### config.mk
export PLATFORM = sky130hd
export DESIGN_NAME = lut_gate
export DESIGN_NICKNAME = d
export VERILOG_FILES = /design/src/rtl/lut_gate_pkg.sv /design/src/rtl/lut_cfg_loader.sv /design/src/rtl/lut_gate.sv
export SDC_FILE = /design/constraint.sdc
export NUM_CORES = 1
export LEC_CHECK = 0
export CAP_MARGIN = 30
export CORE_MARGIN = 3
export CORE_UTILIZATION = 51
export CTS_CLUSTER_SIZE = 40
export DETAILED_ROUTE_END_ITERATION = 10
export PLACE_DENSITY = 0.73
export SKIP_CTS_REPAIR_TIMING = 1
export SYNTH_ARGS = -nofsm -noshare
export SYNTH_HDL_FRONTEND = slang
export SYNTH_SLANG_ARGS = --single-unit
### constraint.sdc
create_clock -name CLK -period 1.6 [get_ports CLK]
set_clock_uncertainty 0.15 [all_clocks]
set_input_delay 0.32 -clock CLK [delete_from_list [all_inputs] [get_ports CLK]]
set_output_delay 0.32 -clock CLK [all_outputs]
set_load 0.005 [all_outputs]
### src/rtl/lut_gate_pkg.sv
// Shared types and constants for the run-time programmable lookup gate.
package lut_gate_pkg;

  typedef enum logic {
    CFG_IDLE,
    CFG_LOAD
  } cfg_state_t;

  function automatic int unsigned tbl_width(input int unsigned n);
    return 32'd1 << n;
  endfunction

  localparam logic [15:0] DEFAULT_INIT4 = 16'h7777;

endpackage

### src/rtl/lut_cfg_loader.sv
// Serial truth-table loader: shadow register, bit counter and commit strobe.
module lut_cfg_loader
  import lut_gate_pkg::*;
#(
  parameter int unsigned N_IN = 4
) (
  input  logic                       clk,
  input  logic                       rst_n,
  input  logic                       cfg_start,
  input  logic                       cfg_bit,
  input  logic                       cfg_abort,
  output logic                       cfg_busy,
  output logic                       cfg_done,
  output logic                       commit,
  output logic [tbl_width(N_IN)-1:0] table_val
);

  localparam int unsigned TW = tbl_width(N_IN);
  localparam logic [N_IN-1:0] CNT_LAST = N_IN'(TW - 1);

  cfg_state_t      state;
  logic [N_IN-1:0] cnt;
  logic [TW-1:0]   shadow;

  // Commit is combinational so the active table updates on the final-bit edge itself.
  assign commit = (state == CFG_LOAD) && !cfg_abort && (cnt == CNT_LAST);

  always_comb begin
    table_val      = shadow;
    table_val[cnt] = cfg_bit;
  end

  always_ff @(posedge clk or negedge rst_n) begin
    if (!rst_n) begin
      state    <= CFG_IDLE;
      cnt      <= '0;
      shadow   <= '0;
      cfg_busy <= 1'b0;
      cfg_done <= 1'b0;
    end else begin
      cfg_done <= 1'b0;
      case (state)
        CFG_IDLE: begin
          if (cfg_start) begin
            shadow    <= '0;
            shadow[0] <= cfg_bit;
            cnt       <= N_IN'(1);
            state     <= CFG_LOAD;
            cfg_busy  <= 1'b1;
          end
        end
        CFG_LOAD: begin
          if (cfg_abort) begin
            shadow   <= '0;
            cnt      <= '0;
            state    <= CFG_IDLE;
            cfg_busy <= 1'b0;
          end else if (cnt == CNT_LAST) begin
            shadow   <= table_val;
            cnt      <= '0;
            state    <= CFG_IDLE;
            cfg_busy <= 1'b0;
            cfg_done <= 1'b1;
          end else begin
            shadow[cnt] <= cfg_bit;
            cnt         <= cnt + 1'b1;
          end
        end
        default: begin
          state    <= CFG_IDLE;
          cnt      <= '0;
          cfg_busy <= 1'b0;
        end
      endcase
    end
  end

endmodule

### src/rtl/lut_gate.sv
// Registered N_IN-input Boolean function evaluated from a reloadable truth table.
module lut_gate
  import lut_gate_pkg::*;
#(
  parameter int unsigned                  N_IN = 4,
  parameter logic [tbl_width(N_IN)-1:0]   INIT = DEFAULT_INIT4
) (
  input  logic            CLK,
  input  logic            RST_N,
  input  logic            IN_VALID,
  input  logic [N_IN-1:0] IN_DATA,
  output logic            IN_READY,
  output logic            F,
  output logic            F_VALID,
  input  logic            F_READY,
  input  logic            CFG_START,
  input  logic            CFG_BIT,
  input  logic            CFG_ABORT,
  output logic            CFG_BUSY,
  output logic            CFG_DONE
);

  localparam int unsigned TW = tbl_width(N_IN);

  logic [TW-1:0] active_tbl;
  logic [TW-1:0] new_tbl;
  logic          commit;
  logic          accept;

  lut_cfg_loader #(.N_IN(N_IN)) u_cfg (
    .clk       (CLK),
    .rst_n     (RST_N),
    .cfg_start (CFG_START),
    .cfg_bit   (CFG_BIT),
    .cfg_abort (CFG_ABORT),
    .cfg_busy  (CFG_BUSY),
    .cfg_done  (CFG_DONE),
    .commit    (commit),
    .table_val (new_tbl)
  );

  assign IN_READY = !F_VALID || F_READY;
  assign accept   = IN_VALID && IN_READY;

  always_ff @(posedge CLK or negedge RST_N) begin
    if (!RST_N) begin
      active_tbl <= INIT;
    end else if (commit) begin
      active_tbl <= new_tbl;
    end
  end

  // Lookup reads the pre-commit table, so a collision on the commit edge sees the old function.
  always_ff @(posedge CLK or negedge RST_N) begin
    if (!RST_N) begin
      F       <= 1'b0;
      F_VALID <= 1'b0;
    end else if (accept) begin
      F       <= active_tbl[IN_DATA];
      F_VALID <= 1'b1;
    end else if (F_READY) begin
      F_VALID <= 1'b0;
    end
  end

endmodule

==> results.yml, run 1 <==
cts:
  htreeDepth: 2
  cts_inserted_buffers: 5
  worstSkewPairLatency_ps: 290
  cts-root-buf: "clkbuf_8"
  cts_tree: "built"
  clockBufferDepth: 2
  cts_num_sinks: 40
  clkTransAtPathRegs_ps: 70
logic_synthesis:
  synth-seq-cells: 40
  synthCells: 179
  synthArstFlopShare_pct: 100
  synth_top_area_share_pct: 35.9
  synth_flop_cell: "dfrtp_1"
  syn_nets: 195
  yosys-top-cells-area: "dfrtp_1, dfstp_2, mux2_2"
  ys_types: 33
  ys.warnings.count: 0
  synth_area_per_cell_sq_um: 10.9
  synth.most_common_cell: "dfrtp_1"
  yosysTopAreaCell: "dfrtp_1"
  synth_common_cells: "dfrtp_1, o21ai_0, a21oi_1"
  synth_edf_count: 0
  syn_area_sq_um: 1950
  yosysSeqAreaShare_pct: 52.0
route:
  ant_nets: 0
  first_pass_iters: 4
  vias: 1500
  drt_iter0_markers: 90
  drc: 0
  vias_per_cell: 5.77
  wl_um: 4130
  post_drt_wl_per_cell_um: 15.9
critical_path:
  cp-start-kind: "input pin"
  r2r_slack_ps: -20
  worstSetupEndpointType: "register"
  critPathRequiredTime_ps: 1630
  startpoint: "CFG_ABORT"
  ff2ff_path_depth: 3
  worst-path-max-fanout: 14
  r2r-start: "u_cfg.cnt[0]"
  endpoint: "active_tbl[3]"
  r2r-end: "active_tbl[3]"
  critPathArrivalTime_ps: 1670
  crit_type: "input pin to register"
grt:
  grt_max_degree: 29
  grt_pass1_wl_um: 7000
  antenna_found_initial: 0
  first_global_vias: 1520
  grt_usage_pct: 20.5
  grt_overflow: 0
placement:
  io_buffer_count: 15
  dp_hpwl_um: 2990
  place.gp.congestion: 0.765
  placedCellCount: 252
final_layout:
  antenna_cells: 0
  finalNonFillerCells: 260
  drive_above_1_share_pct: 29.9
  syn2layout_area_growth_pct: 23.6
  nets: 230
  fin_util_pct: 68.6
sta:
  rsz0062_at_grt: "yes"
  setup_viol: 5
  tns_ps: -132
  finalCriticalPeriod_ps: 1640
  fmax_mhz: 611
  worst_pin_slew_ps: 340
  slew_violations: 0
  relSlewSlack_pct: 77.3
  post-route-period-util_pct: 102
  fin_ws_ps: -36.3
  report.final.hold_viol_count: 0
job:
  cap_violations: 0
floorplan:
  pin_count: 16
  die_x_um: 67.9
  num_rows: 21
  die_area_sq_um: 4610
  core-area_sq_um: 3520
  initial_core_util_pct: 55.5
  die_h_um: 67.9
min_path:
  holdCritPathClass: "input pin to asynchronous set/reset pin"
run_status:
  outcome: "finished with violations"
  violations: "negative setup slack"
pwr:
  p_total_mw: 2.18
  p_leak_nw: 1.15
  vdd_drop_max_v: 0.000508
  powerDensity_nw_per_um2: 902
logic make-up after synthesis:
family                   count (synthesis)  share of synthesized area (%)
adder cells (fa/ha/maj)                  5                           3.20
multiplexers                            22                           13.4
AND/OR/NAND/NOR                         39                           10.5
flip-flops                              40                           52.0
buffers and inverters                   14                           3.84
AO/OA/AOI/OAI                           59                           17.1
critical path, stage by stage:
cell             delay [ps]
clkdlybuf4s50_1         410
and2b_1                 210
and4_4                  360
mux2_2                  360
how the worst min path moves through the flow:
stage | start | endpoint | cells past startpoint
after global routing | RST_N | u_cfg.cnt[3] | 2
after floorplan | RST_N | F | 0
after detailed placement | RST_N | u_cfg.shadow[13] | 1
after CTS | RST_N | u_cfg.cnt[3] | 1
final | RST_N | u_cfg.shadow[13] | 2
after global placement | RST_N | u_cfg.shadow[14] | 1
layer usage:
metal,part of all wire [%],global-route usage [%]
met3,5.2,4.60
met1,45,25.1
met4,1.8,8.68
met5,0,0
met2,48,34.9
power breakdown:
group,switching [mW],internal (mW),total (mW)
logic,0.236,0.217,0.454
clock network,0.341,0.297,0.638
registers,0.0329,1.05,1.09
state kept, by name, summed over array words and instances (netlist names):
name,flops
F,1
F_VALID,1
active_tbl,16
u_cfg.cfg_busy,1
u_cfg.cfg_done,1
u_cfg.cnt,4
u_cfg.shadow,15
u_cfg.state,1
layout make-up:
cell class                      count  area [sq um]
Fill cell                         250          1110
Clock buffer                        6          72.6
Tap cell                           46          57.6
Sequential cell                    40          1020
Multi-Input combinational cell    125           890
Timing Repair Buffer               37           355
Clock inverter                      1          5.00
Inverter                            5          18.8
per-stage QoR:
step | cell area (sq um) | hold WS [ps] | setup slack [ps]
after CTS | 2360 | -223 | -260
after floorplan | 1960 | -126 | -1.09
after detailed placement | 2290 | 88.0 | -452
after global placement | 2290 | 81.0 | -348
after global routing | 2410 | 340 | -109
final | 2410 | 301 | -36.3
cells in the final DEF, fill, tap and decap left out, types with 3 or more instances in the layout:
cell type,instances
o21ai_1,6
inv_1,4
clkbuf_8,5
and3_1,3
a21oi_1,19
ha_2,4
mux2i_1,7
nand2b_1,5
nand3_1,7
dlymetal6s2s_1,7
dfrtp_1,28
mux2_2,13
clkdlybuf4s50_1,7
o22ai_1,3
nor2_1,7
o21ai_0,19
nand2_1,8
buf_4,19
o31ai_1,3
dfstp_2,12
(Power assumes the default switching activity.)
==> run 2, diff against run 1 <==
--- a/config.mk
+++ b/config.mk
@@ -8,6 +8,7 @@
 export CAP_MARGIN = 30
 export CORE_MARGIN = 3
 export CORE_UTILIZATION = 51
+export CTS_CLUSTER_DIAMETER = 120
 export CTS_CLUSTER_SIZE = 40
 export DETAILED_ROUTE_END_ITERATION = 10
 export PLACE_DENSITY = 0.73
==> results of run 2 <==
Same layout as run 1: the final DEF is identical, and so are final timing and power.
==> run 3, diff against run 2 <==
--- a/config.mk
+++ b/config.mk
@@ -12,6 +12,7 @@
 export CTS_CLUSTER_SIZE = 40
 export DETAILED_ROUTE_END_ITERATION = 10
 export PLACE_DENSITY = 0.73
+export REMOVE_ABC_BUFFERS = 1
 export SKIP_CTS_REPAIR_TIMING = 1
 export SYNTH_ARGS = -nofsm -noshare
 export SYNTH_HDL_FRONTEND = slang
==> run 3 against run 2 <==
Against the previous run:
- the run still ends with negative setup slack left
- clock power grew 4.1%
- routed wire length grew 8.5%
- final cell count shrank 0.77%
- critical endpoint is now active_tbl[11]
==> results.yml, run 3 (synthesized netlist as in run 1, its figures left out) <==
run_status:
  outcome: "finished with violations"
  violations: "negative setup slack"
floorplan:
  num_rows: 21
  die_area_sq_um: 4610
  core-area_sq_um: 3520
  die_h_um: 67.9
  initial_core_util_pct: 55.5
  pin_count: 16
  die_x_um: 67.9
placement:
  dp_hpwl_um: 2890
  place.gp.congestion: 0.858
  place_area_sq_um: 2250
  io_buffer_count: 15
final_layout:
  multi_input_area_sq_um: 932
  drive_above_1_share_pct: 32.5
  seq_area_sq_um: 1020
  final_area_sq_um: 2440
  fill_cells: 255
  largest-register: "active_tbl"
  syn2layout_area_growth_pct: 25.1
  antenna_cells: 0
  top_regs: "active_tbl (16), u_cfg.shadow (15), u_cfg.cnt (4)"
  layout_commonest_cell: "dfrtp_1"
  nets: 227
  final_cell_mix: "dfrtp_1, o21ai_0, a21oi_1"
  largest_reg_flops: 16
route:
  vias_per_cell: 5.92
  drc: 0
  wl_um: 4490
  drt_iter0_markers: 98
  ant_nets: 0
  first_pass_iters: 4
  post_drt_wl_per_cell_um: 17.4
  vias: 1528
critical_path:
  worstSetupEndpointType: "register"
  critPathRequiredTime_ps: 1630
  cp-start-kind: "input pin"
  critPathArrivalTime_ps: 1690
  worst-path-max-fanout: 8
  crit_type: "input pin to register"
grt:
  first_global_vias: 1455
  antenna_found_initial: 0
  grt_max_degree: 41
  grt_usage_pct: 20.8
  grt_pass1_wl_um: 7000
  grt_overflow: 0
sta:
  finalCriticalPeriod_ps: 1660
  fin_ws_ps: -58.8
  fmax_mhz: 603
  slew_violations: 0
  post-route-period-util_pct: 104
  worst_pin_slew_ps: 347
  setup_viol: 10
  rsz0062_at_grt: "yes"
  relSlewSlack_pct: 76.8
  report.final.hold_viol_count: 0
pwr:
  p_sw_uw: 642
  vdd_drop_max_v: 0.000509
  internal_power_mw: 1.57
  p_total_mw: 2.21
  comb_power_share_pct: 20.2
  powerDensity_nw_per_um2: 904
  p_leak_nw: 1.14
  p_sw_share_pct: 29.0
  power_frac_seq_pct: 49.8
  clock_power_share_pct: 30.0
cts:
  cts_num_sinks: 40
  clkTransAtPathRegs_ps: 80
  worstSkewPairLatency_ps: 300
  cts_inserted_buffers: 5
  cts_tree: "built"
  cts-root-buf: "clkbuf_8"
  clockBufferDepth: 2
  htreeDepth: 2
min_path:
  holdCritPathClass: "register to register"
job:
  cap_violations: 0
[run 3: cell types whose count changed in the layout (fill, tap and decap cells not counted), moves of 3 or more]
| cell | change |
|---|---|
| buf_4 | -5 |
| dfrtp_1 | -3 |
| dfrtp_2 | +3 |
| mux2_2 | -3 |
| mux2_4 | +3 |
| o21ai_0 | +5 |
| o21ai_1 | -5 |
[run 3: worst max-delay path: stages]
cell and delay, ps:
clkdlybuf4s50_1 410, and2b_2 260, and4_4 340, mux2_2 360
[run 3: worst paths after layout]
check,startpoint,endpoint,slack [ps],cells past startpoint
max,CFG_ABORT,active_tbl[11],-60,4
min,u_cfg.cfg_busy,u_cfg.cfg_busy,340,1
max reg2reg,u_cfg.cnt[3],active_tbl[11],20,2
min reg2reg,u_cfg.cfg_busy,u_cfg.cfg_busy,340,1
max in group asynchronous,RST_N,active_tbl[12],680,3
min in group asynchronous,RST_N,u_cfg.shadow[5],370,3
[run 3: final cells by class]
class	count	share of cell area, %
multi-input combinational	126	38.1
tap	46	2.35
clock buffer	5	2.81
inverter	5	0.768
sequential	40	41.7
timing repair buffer	33	13.5
clock inverter	3	0.768
[run 3: per-layer routing]
| layer | vias up | GRT usage (%) | wire length [um] |
|---|---|---|---|
| li1 | 714 | - | - |
| met1 | 742 | 26.2 | 1910 |
| met2 | 62 | 34.5 | 2230 |
| met3 | 10 | 4.93 | 275 |
| met4 | 0 | 8.44 | 71 |
| met5 | - | 0 | 0 |
[run 3: power by group through the flow]
| stage | Sequential, mW | Combinational, mW | Clock (mW) |
|---|---|---|---|
| final | 1.10 | 0.446 | 0.664 |
| after global routing | 1.11 | 0.488 | 0.730 |
| after CTS | 1.09 | 0.397 | 0.678 |
| after detailed placement | 1.11 | 0.390 | 0 |
| after global placement | 1.11 | 0.378 | 0 |
| after floorplan | 1.11 | 0.181 | 0 |
[run 3: stage by stage]
stage	utilization [%]	setup TNS (ps)	hold WS, ps	std cells	setup slack, ps
final	69.4	-353	344	258	-58.8
after global routing	69.4	-902	371	258	-84.9
after CTS	66.3	-587	-171	255	-271
after detailed placement	63.8	-8390	149	247	-369
after global placement	63.8	-7280	150	247	-330
after floorplan	-	-978	-126	170	-104
